--- src/rtl/lock_key_ctrl.sv ---
// Serial key loader for the locked c432 core: shifts in KEY_W bits plus even parity,
// commits good keys atomically, scrambles on zeroize and locks out after MAX_FAIL bad loads.
module lock_key_ctrl #(
  parameter int              KEY_W        = 10,
  parameter logic [KEY_W-1:0] SCRAMBLE_KEY = 10'h2A5,
  parameter int              TIMEOUT      = 64,
  parameter int              MAX_FAIL     = 3
) (
  input  logic             clk,
  input  logic             rst_n,
  input  logic             load_start,
  input  logic             key_bit,
  input  logic             key_valid,
  output logic             key_ready,
  input  logic             zeroize,
  output logic [KEY_W-1:0] key_out,
  output logic             key_active,
  output logic             load_err,
  output logic             locked_out,
  output logic [2:0]       fail_cnt
);

  localparam int CNT_W = $clog2(KEY_W + 1);
  localparam int TMR_W = $clog2(TIMEOUT + 1);

  typedef enum logic [1:0] {IDLE, LOAD, CHECK, LOCKOUT} state_e;

  state_e             state_q, state_d;
  logic [KEY_W-1:0]   shadow_q, shadow_d;
  logic               par_q, par_d;
  logic [CNT_W-1:0]   bit_cnt_q, bit_cnt_d;
  logic [TMR_W-1:0]   timer_q, timer_d;
  logic [KEY_W-1:0]   key_q, key_d;
  logic               active_q, active_d;
  logic               err_q, err_d;
  logic               lock_q, lock_d;
  logic [2:0]         fail_q, fail_d;

  logic               accept;
  logic [TMR_W-1:0]   timer_inc;
  logic               parity_ok;
  logic [3:0]         fail_inc;

  assign accept    = (state_q == LOAD) && key_valid;
  assign timer_inc = timer_q + 1'b1;
  assign parity_ok = ~((^shadow_q) ^ par_q);
  assign fail_inc  = {1'b0, fail_q} + 4'd1;

  always_comb begin
    state_d   = state_q;
    shadow_d  = shadow_q;
    par_d     = par_q;
    bit_cnt_d = bit_cnt_q;
    timer_d   = timer_q;
    key_d     = key_q;
    active_d  = active_q;
    err_d     = err_q;
    lock_d    = lock_q;
    fail_d    = fail_q;

    if (state_q == LOCKOUT) begin
      key_d    = SCRAMBLE_KEY;
      active_d = 1'b0;
      lock_d   = 1'b1;
    end else if (zeroize) begin
      // Zeroize beats any load or commit; error history is kept.
      state_d   = IDLE;
      key_d     = SCRAMBLE_KEY;
      active_d  = 1'b0;
      shadow_d  = '0;
      par_d     = 1'b0;
      bit_cnt_d = '0;
      timer_d   = '0;
    end else begin
      case (state_q)
        IDLE: begin
          if (load_start) begin
            state_d   = LOAD;
            bit_cnt_d = '0;
            timer_d   = '0;
            err_d     = 1'b0;
          end
        end
        LOAD: begin
          if (accept) begin
            timer_d = '0;
            if (bit_cnt_q == CNT_W'(KEY_W)) begin
              par_d   = key_bit;
              state_d = CHECK;
            end else begin
              shadow_d  = {shadow_q[KEY_W-2:0], key_bit};
              bit_cnt_d = bit_cnt_q + 1'b1;
            end
          end else if (timer_inc == TMR_W'(TIMEOUT)) begin
            state_d = IDLE;
            err_d   = 1'b1;
          end else begin
            timer_d = timer_inc;
          end
        end
        CHECK: begin
          state_d = IDLE;
          if (parity_ok) begin
            key_d    = shadow_q;
            active_d = 1'b1;
          end else begin
            err_d  = 1'b1;
            fail_d = (fail_q == 3'd7) ? 3'd7 : fail_inc[2:0];
            if (fail_inc == 4'(MAX_FAIL)) begin
              state_d  = LOCKOUT;
              key_d    = SCRAMBLE_KEY;
              active_d = 1'b0;
              lock_d   = 1'b1;
            end
          end
        end
        default: state_d = LOCKOUT;
      endcase
    end
  end

  always_ff @(posedge clk or negedge rst_n) begin
    if (!rst_n) begin
      state_q   <= IDLE;
      shadow_q  <= '0;
      par_q     <= 1'b0;
      bit_cnt_q <= '0;
      timer_q   <= '0;
      key_q     <= SCRAMBLE_KEY;
      active_q  <= 1'b0;
      err_q     <= 1'b0;
      lock_q    <= 1'b0;
      fail_q    <= 3'd0;
    end else begin
      state_q   <= state_d;
      shadow_q  <= shadow_d;
      par_q     <= par_d;
      bit_cnt_q <= bit_cnt_d;
      timer_q   <= timer_d;
      key_q     <= key_d;
      active_q  <= active_d;
      err_q     <= err_d;
      lock_q    <= lock_d;
      fail_q    <= fail_d;
    end
  end

  assign key_ready  = (state_q == LOAD);
  assign key_out    = key_q;
  assign key_active = active_q;
  assign load_err   = err_q;
  assign locked_out = lock_q;
  assign fail_cnt   = fail_q;

endmodule
--- config.mk ---
export PLATFORM = sky130hd
export DESIGN_NAME = lock_key_ctrl
export DESIGN_NICKNAME = d
export VERILOG_FILES = /design/src/rtl/lock_key_ctrl.sv
export SDC_FILE = /design/constraint.sdc
export NUM_CORES = 1
export LEC_CHECK = 0
export ABC_AREA = 0
export CAP_MARGIN = 20
export CORE_AREA = 2 2 64 66
export CTS_CLUSTER_DIAMETER = 150
export DETAILED_ROUTE_END_ITERATION = 12
export DIE_AREA = 0 0 66 68
export HOLD_SLACK_MARGIN = 0.06
export PLACE_DENSITY = 0.81
export SYNTH_ARGS = -nofsm -noshare
export SYNTH_HDL_FRONTEND = slang
export SYNTH_SLANG_ARGS = --single-unit
--- constraint.sdc ---
create_clock -name clk -period 5.45 [get_ports clk]
set_input_delay 1.3625 -clock clk [delete_from_list [all_inputs] [get_ports clk]]
set_output_delay 1.3625 -clock clk [all_outputs]
set_load 0.01 [all_outputs]
# Word level (Yosys, flattened, before mapping)
# Index checks and enable logic that the tools add are counted.
dict set report totals {
  word_cells 104
  output_inout_bits 17
  ff_bits 40
}
dict set report classes {
  reduce_logical 21
  bitwise_logic 3
  n_eq_ne 20
  muxes 47
  n_addsub 3
}
# cell count
set op_table {}
lappend op_table {{10-bit 2-to-1 mux} 9}
lappend op_table {{7-bit 2-to-1 mux} 4}
lappend op_table {{4-bit AND reduction} 6}
lappend op_table {{1-bit 2-to-1 mux} 18}
lappend op_table {{4-bit 2-to-1 mux} 4}
lappend op_table {{2-bit 2-to-1 mux} 7}
lappend op_table {{7-bit one-hot mux with 2 select lines} 1}
lappend op_table {{2-bit nonzero test} 6}
lappend op_table {{10-bit parity} 1}
lappend op_table {{3-bit nonzero test} 3}
lappend op_table {{2-bit inequality test (second input constant)} 4}
lappend op_table {{4-bit one-hot mux with 2 select lines} 1}
lappend op_table {{7-bit by 1-bit adder with 7-bit output (second input constant)} 1}
lappend op_table {{7-bit == test (second input constant)} 1}
lappend op_table {{7-bit AND reduction} 1}
lappend op_table {{3-bit inequality test (second input constant)} 2}
lappend op_table {{2-bit one-hot mux with 3 select lines} 1}
lappend op_table {{5-bit AND reduction} 1}
lappend op_table {{3-bit by 1-bit adder with 4-bit output (second input constant)} 1}
lappend op_table {{4-bit by 1-bit adder with 4-bit output (second input constant)} 1}
lappend op_table {{2-bit == test (second input constant)} 2}
lappend op_table {{4-bit by 2-bit == test with 1-bit output (second input constant)} 1}
lappend op_table {{4-bit == test (second input constant)} 1}
lappend op_table {{2-bit by 1-bit inequality test with 1-bit output (second input constant)} 2}
lappend op_table {{other kinds (14)} 15}

# Depth between registers and ports, before layout
# Gate-level depths: netlist (run 1).
dict set report depth {
  word_depth 7
  depth_mapped 8
  depth_no_buf 7
}

# Worst setup path after synthesis (run 1)
# No wires, ideal clock.
dict set report synth_timing {
  path_type {input-to-reg}
  from {input key_valid}
  to {register shadow_q[0]}
  setup_slack_ns 2.790
  path_stages 6
  arrival_time_ns 2.539
  path_cell_list {clkbuf_1 -> nand3_1 -> nand2b_1 -> a22o_1 -> clkbuf_1 -> a22o_1}
}
dict set report synth_between {
  elab_chain_len 3
}
# element line_no
set synth_lines {}
lappend synth_lines {{start, declared} 13} ;# input logic key_valid,
lappend synth_lines {{1-bit logical AND} 44} ;# assign accept = (state_q == LOAD) && key_valid;
lappend synth_lines {{2-bit nonzero test (no line)} n/a}
lappend synth_lines {{4-bit AND reduction (no line)} n/a}
lappend synth_lines {{end signal, assigned} 136} ;# shadow_q <= shadow_d;
lappend synth_lines {{end, declared} 29} ;# logic [KEY_W-1:0] shadow_q, shadow_d;
# Every way passes these cells.
# A chain may end at the register's enable or synchronous reset.

# Worst setup path after layout (run 1)
dict set report layout_timing {
  from {register state_q[1]}
  to {output key_ready}
}
dict set report layout_between {
  elab_chain_len 1
}
# element line_no
set layout_lines {}
lappend layout_lines {{start, declared} 28} ;# state_e state_q, state_d;
lappend layout_lines {{start signal, assigned} 135} ;# state_q <= state_d;
lappend layout_lines {{2-bit by 1-bit == test with 1-bit output} 148} ;# assign key_ready = (state_q == LOAD);
lappend layout_lines {{end, declared} 14} ;# output logic key_ready,
# Every way passes these cells.

==> results of run 1 <==
==> layout make-up <==
class / instances / area [um^2] / share of cell area
multi-input combinational: 139 / 1120 / 0.443
sequential: 40 / 1010 / 0.397
timing repair buffer: 22 / 215 / 0.0848
clock buffer: 5 / 68.8 / 0.0271
clock inverter: 3 / 18.8 / 0.00740
inverter: 11 / 41.3 / 0.0163
tap: 50 / 62.6 / 0.0247
==> critical path, cell delays in order, from the launching register on <==
cell and delay [ps]:
dfrtp_1 490, inv_1 260, ha_1 360, clkdlybuf4s50_1 600
==> power breakdown <==
group / internal (mW) / switching, mW / leakage [nW]
Combinational: 0.116 / 0.138 / 0.613
Clock: 0.0891 / 0.101 / 0.0479
Sequential: 0.336 / 0.0353 / 0.521
Total: 0.541 / 0.274 / 1.18
==> per-layer routing <==
metal  track usage  vias to the layer above  wire length, um
met3        0.0477                        8              187
met2         0.361                       47             2210
met4        0.0510                        0               39
met1         0.301                      804             2070
li1              -                      770                -
met5             0                        -                0
==> placed cells by master, fill, tap and decap left out, types with 8 or more instances in the layout <==
cell              n
a22o_1           18
clkdlybuf4s50_1  21
nor2_1           11
nand2_1          10
ha_1             12
dfrtp_1          35
inv_1            11
nand3_1           8
==> path summary, 6_finish.rpt <==
| check | from | to | slack, ps | cells after the start |
|---|---|---|---|---|
| min in group asynchronous | rst_n | key_out[3]$_DFFE_PN0P_ | 1190 | 1 |
| worst max-delay path | state_q[1]$_DFFE_PN0P_ | key_ready | 2090 | 3 |
| max in group asynchronous | rst_n | fail_cnt[1]$_DFFE_PN0P_ | 3720 | 1 |
| worst max register to register | state_q[1]$_DFFE_PN0P_ | timer_q[4]$_DFFE_PN0P_ | 2940 | 7 |
| worst min register to register | key_active$_DFFE_PN0P_ | key_active$_DFFE_PN0P_ | 490 | 1 |
| worst min-delay path | key_active$_DFFE_PN0P_ | key_active$_DFFE_PN0P_ | 490 | 1 |
==> registers in the layout, indices dropped and copies added (netlist names) <==
signal	count
timer_q	7
locked_out	1
key_active	1
state_q	2
key_out	10
shadow_q	10
par_q	1
fail_cnt	3
bit_cnt_q	4
load_err	1
==> logic make-up after synthesis <==
| group | after synthesis | synth area share |
|---|---|---|
| multiplexers | 7 | 0.0348 |
| XOR/XNOR | 11 | 0.0725 |
| adder cells (fa/ha/maj) | 12 | 0.0685 |
| AO/OA/AOI/OAI | 55 | 0.204 |
| AND/OR/NAND/NOR | 54 | 0.133 |
| flip-flops | 40 | 0.460 |
| buffers and inverters | 15 | 0.0274 |
==> impl_metrics.yaml, run 1 <==
yosys:
  syn_inst: 194
  synth_area_leaders: "dfrtp_1 40%, a22o_1 7.2%, ha_1 6.9%"
  synth-seq-cells: 40
  syn-cell-area_um2: 2190
  yosysTopAreaCell: "dfrtp_1"
  async_flop_share: 1.00
  synth_edf_count: 0
  yosysTopAreaCellShare: 0.400
  ys_seq_area_frac: 0.460
  ys_warn_count: 0
  postSynthAreaPerCell_um2: 11.3
  synth.most_common_cell: "dfrtp_1"
  synth_ff_type: "dfrtp_1"
  syn_nets: 212
  ys_types: 50
  yosys-top-cells-count: "35 x dfrtp_1, 18 x a22o_1, 12 x ha_1, 11 x inv_1, 11 x nor2_1"
final_layout:
  fillCellCount: 296
  areaGrowthSynthToFinish_pct: 15.8
  final_util: 0.658
  antenna_cells: 0
  final_nets: 237
  stdcell_area_um2: 2540
  drive_gt1_frac: 0.118
  fin_cells: 270
worst_setup_path:
  worst_setup_path_start_kind: "register"
  path_class: "register to primary output"
  worstSetupEndpointType: "primary output"
  cp_max_fo: 9
  critPathArrivalTime_ps: 2000
  required_ps: 4090
timing:
  hold_viol_final: 0
  maxSlewViolCount: 0
  fin_setup_tns_ps: 0
  max_freq_ghz: 0.298
  tightest_slew_ps: 876
  rsz0062_at_grt: "false"
  slew_headroom: 0.416
  min_period_ps: 3360
  clock_skew_ps: 5.94
  setup_viol_count_final: 0
  fin_hold_ws_ps: 493
  worst_slack_ps: 2090
  finalCritPeriodShare: 0.616
clock_tree:
  cts_sinks: 40
  cts_setup_buffers: 0
  clkLatencyLatePin_ps: 290
  cts.path.max_buffers: 2
  ctsHoldBuffers: 0
  cts_max_level: 2
  cts_made_buffers: 5
  cts_resized: 0
  cts_tree: "built"
  cts_root_buffer: "clkbuf_8"
  clk_pin_slew_ps: 80
die:
  die_h_um: 68
  io_pins: 23
  num_rows: 23
  core_um2: 3860
  die_x_um: 66
  die-area_um2: 4490
  start_util: 0.568
status:
  status: "finished, final reports clean"
placement:
  postPlaceCellArea_um2: 2450
  place_congestion: 0.823
  dp_hpwl_mm: 3.30
  port_buffers: 22
  dpl.cell_count: 262
  dp_slack_ps: 2160
routing:
  wirelength_mm: 4.50
  postRouteAntennaNets: 0
  drc: 0
  num_vias: 1629
  avgRoutedWirePerCell_um: 16.7
  via_per_inst: 6.03
  first_pass_iters: 4
  drt_iter0_markers: 150
global_route:
  grt_pass1_wl_mm: 7.49
  grt_start_max_net_pins: 41
  grt_pass1_vias: 1547
  overflow: 0
  gr-usage-all-layers: 0.220
  antenna_found_initial: 0
power_and_ir_drop:
  total_power_uw: 815
  ir_drop_mv: 0.171
  p_per_area_nw_per_um2: 321
  p_leak_nw: 1.18
job:
  maxCapViolCount: 0
min_path:
  hold_path_class: "register to register"
(Power assumes the default switching activity.)
==> run 2: changes to the inputs <==
--- a/config.mk
+++ b/config.mk
@@ -7,12 +7,12 @@
 export LEC_CHECK = 0
 export ABC_AREA = 0
 export CAP_MARGIN = 20
-export CORE_AREA = 2 2 64 66
+export CORE_AREA = 2 2 69 71
 export CTS_CLUSTER_DIAMETER = 150
 export DETAILED_ROUTE_END_ITERATION = 12
-export DIE_AREA = 0 0 66 68
+export DIE_AREA = 0 0 71 73
 export HOLD_SLACK_MARGIN = 0.06
-export PLACE_DENSITY = 0.81
+export PLACE_DENSITY = 0.74
 export SYNTH_ARGS = -nofsm -noshare
 export SYNTH_HDL_FRONTEND = slang
 export SYNTH_SLANG_ARGS = --single-unit
==> constraint.sdc (replaced) <==
create_clock -name clk -period 2.8 [get_ports clk]
set_input_delay 0.7 -clock clk [delete_from_list [all_inputs] [get_ports clk]]
set_output_delay 0.7 -clock clk [all_outputs]
set_load 0.01 [all_outputs]
==> run 2 against run 1 <==
Net effect:
- final cell count up 3.0%
- non-clock buffer count up 4
- largest cell class unchanged
- clock power up 140%
- first-iteration DRC count down 34%
- via count down 4.6%
==> impl_metrics.yaml, run 2 (same netlist as run 1, synthesis figures left out) <==
status:
  status: "finished, final reports clean"
power_and_ir_drop:
  ir_drop_mv: 0.339
  p_per_area_nw_per_um2: 647
  p_leak_nw: 1.21
  total_power_mw: 1.68
clock_tree:
  cts_max_level: 2
  clk_pin_slew_ps: 80
  cts.path.max_buffers: 2
  cts_sinks: 40
  cts_setup_buffers: 0
  cts_root_buffer: "clkbuf_8"
  cts_made_buffers: 5
  ctsHoldBuffers: 0
  clkLatencyLatePin_ps: 290
  cts_tree: "built"
  cts_resized: 0
timing:
  maxSlewViolCount: 0
  finalCritPeriodShare: 0.855
  rsz0062_at_grt: "false"
  min_period_ps: 2400
  slew_headroom: 0.414
  tightest_slew_ps: 880
  max_freq_ghz: 0.418
  fin_setup_tns_ps: 0
  hold_viol_final: 0
  setup_viol_count_final: 0
  clock_skew_ps: 5.24
die:
  die-area_um2: 5180
  die_x_um: 71
  start_util: 0.483
  die_h_um: 73
  core_um2: 4540
  num_rows: 25
  io_pins: 23
routing:
  first_pass_iters: 4
  via_per_inst: 5.59
  wirelength_mm: 4.15
  num_vias: 1554
  avgRoutedWirePerCell_um: 14.9
  drc: 0
  postRouteAntennaNets: 0
  drt_iter0_markers: 99
min_path:
  hold_path_class: "register to register"
placement:
  port_buffers: 22
  dp_hpwl_mm: 3.05
  place_congestion: 0.839
  dpl.cell_count: 270
worst_setup_path:
  worst_setup_path_start_kind: "register"
  cp_max_fo: 7
  r2r_end: "load_err$_DFFE_PN0P_"
  crit_path_end: "key_ready"
  r2r-start: "shadow_q[1]$_DFFE_PN0P_"
  critPathArrivalTime_ps: 1700
  required_ps: 2100
  worstSetupEndpointType: "primary output"
  reg2reg_depth: 5
  path_class: "register to primary output"
  startpoint: "state_q[0]$_DFFE_PN0P_"
  reg2reg_slack_ps: 670
global_route:
  gr-usage-all-layers: 0.178
  grt_pass1_wl_mm: 7.18
  grt_pass1_vias: 1498
  antenna_found_initial: 0
  overflow: 0
  grt_start_max_net_pins: 41
job:
  maxCapViolCount: 0
final_layout:
  fillCellCount: 377
  antenna_cells: 0
  fin_cells: 278
  layout_commonest_cell: "dfrtp_1"
  final_nets: 241
  most-common-layout-cells: "35 x dfrtp_1, 21 x clkdlybuf4s50_1, 18 x a22o_1"
  drive_gt1_frac: 0.134
  areaGrowthSynthToFinish_pct: 18.5
## run 2: cell count changes in the layout (fill, tap and decap cells not counted), sizes merged
cell      change
clkinv        -2
buf           +4
bufinv        +1
clkinvlp      +1
## run 2: worst min-delay path by stage
| stage | startpoint | endpoint | slack [ps] | cells after the start |
|---|---|---|---|---|
| 2_1_floorplan | rst_n | bit_cnt_q[0]$_DFFE_PN0P_ | 400 | 0 |
| 3_3_place_gp | key_active$_DFFE_PN0P_ | key_active$_DFFE_PN0P_ | 460 | 1 |
| 3_5_place_dp | key_active$_DFFE_PN0P_ | key_active$_DFFE_PN0P_ | 470 | 1 |
| 4_1_cts | key_active$_DFFE_PN0P_ | key_active$_DFFE_PN0P_ | 480 | 1 |
| 5_1_grt | key_active$_DFFE_PN0P_ | key_active$_DFFE_PN0P_ | 500 | 1 |
| 6_report | key_active$_DFFE_PN0P_ | key_active$_DFFE_PN0P_ | 480 | 1 |
## run 2: through the flow
| step | utilization | setup WS, ps | area, um^2 | hold WS, ps |
|---|---|---|---|---|
| 6_report | 0.572 | 405 | 2600 | 477 |
| 3_5_place_dp | 0.548 | 215 | 2480 | 466 |
| 3_3_place_gp | 0.548 | 320 | 2480 | 463 |
| 4_1_cts | 0.572 | 405 | 2600 | 484 |
| 2_1_floorplan | - | 737 | 2190 | 404 |
| 5_1_grt | 0.572 | 351 | 2600 | 499 |
## run 2: layer usage
| layer | track usage | vias up | part of all wire |
|---|---|---|---|
| met1 | 0.246 | 739 | 0.49 |
| met4 | 0.0713 | 0 | 0.016 |
| met2 | 0.266 | 33 | 0.45 |
| met5 | 0 | - | 0 |
| li1 | - | 775 | - |
| met3 | 0.0497 | 7 | 0.045 |
## run 2: area by class of cell
class / instances / area [um^2] / area share
clock buffer: 5 / 68.8 / 0.0265
inverter: 11 / 41.3 / 0.0159
sequential: 40 / 1010 / 0.388
timing repair buffer: 26 / 245 / 0.0945
multi-input combinational: 139 / 1120 / 0.433
tap: 54 / 67.6 / 0.0260
clock inverter: 3 / 42.5 / 0.0164
## run 2: critical path: stages, from the launching register on
cell,delay (ps)
dfrtp_1,480
ha_1,340
clkdlybuf4s50_1,580
## run 2: where the power goes
part / switching (mW) / total, mW / leakage [nW] / internal (mW)
sequential: 0.0589 / 0.712 / 0.521 / 0.654
combinational: 0.266 / 0.503 / 0.632 / 0.238
clock: 0.201 / 0.465 / 0.0541 / 0.264
==> run 3: changes to the inputs <==
--- a/config.mk
+++ b/config.mk
@@ -11,6 +11,8 @@
 export CTS_CLUSTER_DIAMETER = 150
 export DETAILED_ROUTE_END_ITERATION = 12
 export DIE_AREA = 0 0 71 73
+export GPL_ROUTABILITY_DRIVEN = 0
+export GPL_TIMING_DRIVEN = 0
 export HOLD_SLACK_MARGIN = 0.06
 export PLACE_DENSITY = 0.74
 export SYNTH_ARGS = -nofsm -noshare
==> run 3 against run 2 <==
Net effect:
- global-route usage down 0.36 points
- first-iteration DRC count down 44%
- count of clock-buffer cells in the layout unchanged
- critical path type unchanged
- largest power group unchanged
==> impl_metrics.yaml, run 3 (same netlist as run 1, synthesis figures left out) <==
final_layout:
  drive_gt1_frac: 0.126
  fillCellCount: 396
  stdcell_area_um2: 2580
  final_nets: 240
  layout_commonest_cell: "dfrtp_1"
  antenna_cells: 0
  areaGrowthSynthToFinish_pct: 17.6
  most-common-layout-cells: "35 x dfrtp_1, 20 x clkdlybuf4s50_1, 18 x a22o_1"
  fin_cells: 277
timing:
  clock_skew_ps: 3.09
  maxSlewViolCount: 0
  fin_setup_tns_ps: 0
  finalCritPeriodShare: 0.943
  slew_headroom: 0.411
  min_period_ps: 2640
  worst_slack_ps: 161
  rsz0062_at_grt: "false"
  hold_viol_final: 0
  max_freq_ghz: 0.379
  tightest_slew_ps: 883
  setup_viol_count_final: 0
  fin_hold_ws_ps: 480
worst_setup_path:
  path_delay_family: "buffers and inverters"
  worstSetupEndpointType: "primary output"
  path_class: "register to primary output"
  cp_max_fo: 9
  critPathArrivalTime_ps: 1940
  cp_slowest_stage_delay_ps: 560
  worst_setup_path_start_kind: "register"
  required_ps: 2100
  crit_buf_inv: 2
  cpMaxStageDelayCell: "clkdlybuf4s50_1"
  crit_chain: "inv_1 -> ha_2 -> clkdlybuf4s50_1"
routing:
  num_vias: 1558
  wirelength_mm: 4.12
  avgRoutedWirePerCell_um: 14.9
  via_per_inst: 5.62
  first_pass_iters: 4
  drt_iter0_markers: 55
  postRouteAntennaNets: 0
  drc: 0
clock_tree:
  cts.path.max_buffers: 2
  ctsHoldBuffers: 0
  clkLatencyLatePin_ps: 290
  clk_pin_slew_ps: 80
  cts_max_level: 2
  cts_root_buffer: "clkbuf_8"
  cts_made_buffers: 5
  cts_sinks: 40
  cts_setup_buffers: 0
  cts_tree: "built"
  cts_resized: 0
job:
  maxCapViolCount: 0
min_path:
  hold_path_class: "register to register"
global_route:
  grt_pass1_wl_mm: 7.07
  antenna_found_initial: 0
  grt_pass1_vias: 1497
  overflow: 0
  grt_start_max_net_pins: 41
  gr-usage-all-layers: 0.174
power_and_ir_drop:
  ir_drop_mv: 0.299
  p_sw_frac: 0.315
  p_per_area_nw_per_um2: 650
  pwr-share-comb: 0.291
  seq_power_share: 0.430
  p_clk_frac: 0.279
  p_sw_uw: 528
  p_leak_nw: 1.19
  power.internal_mw: 1.15
placement:
  dpl.cell_count: 269
  postPlaceCellArea_um2: 2460
  dp_hpwl_mm: 2.98
  dp_slack_ps: 71.0
  port_buffers: 21
die:
  start_util: 0.483
  die_x_um: 71
  io_pins: 23
  num_rows: 25
  die-area_um2: 5180
  core_um2: 4540
  die_h_um: 73
status:
  status: "finished, final reports clean"
[run 3: final timing paths]
path / start / to / slack (ps) / depth (start not counted)
min: key_active$_DFFE_PN0P_ / key_active$_DFFE_PN0P_ / 480 / 1
max reg2reg: state_q[1]$_DFFE_PN0P_ / timer_q[4]$_DFFE_PN0P_ / 360 / 7
min reg2reg: key_active$_DFFE_PN0P_ / key_active$_DFFE_PN0P_ / 480 / 1
max: state_q[1]$_DFFE_PN0P_ / key_ready / 160 / 3
min in group asynchronous: rst_n / bit_cnt_q[3]$_DFFE_PN0P_ / 530 / 1
max in group asynchronous: rst_n / bit_cnt_q[1]$_DFFE_PN0P_ / 1730 / 1
[run 3: per-stage QoR]
step	power [mW]	util
6_report	1.68	0.568
5_1_grt	1.78	0.568
4_1_cts	1.69	0.568
3_5_place_dp	1.22	0.543
3_3_place_gp	1.21	0.544
2_1_floorplan	1.03	-
[run 3: cell type report]
class / count / area (um^2) / share of cell area
plain buffers: 4 / 18.8 / 0.00728
clock buffers: 5 / 68.8 / 0.0267
clock inverters: 3 / 42.5 / 0.0165
inverters: 11 / 41.3 / 0.0160
multi-input cells: 139 / 1130 / 0.437
flip-flops and latches: 40 / 1010 / 0.391
well taps: 54 / 67.6 / 0.0262
repair buffers: 21 / 205 / 0.0796
[run 3: routing by layer]
layer	track usage	up-vias	routed length, um
met4	0.0755	0	80
met1	0.234	753	2040
met5	0	-	0
met3	0.0331	6	116
li1	-	777	-
met2	0.277	22	1880
[run 3: power groups by stage]
stage               clock [mW]  sequential [mW]  combinational (mW)
floorplan                    0            0.738               0.294
global placement             0            0.729               0.478
detailed placement           0            0.731               0.486
CTS                      0.478            0.722               0.488
global route             0.502            0.736               0.542
finish                   0.468            0.721               0.487
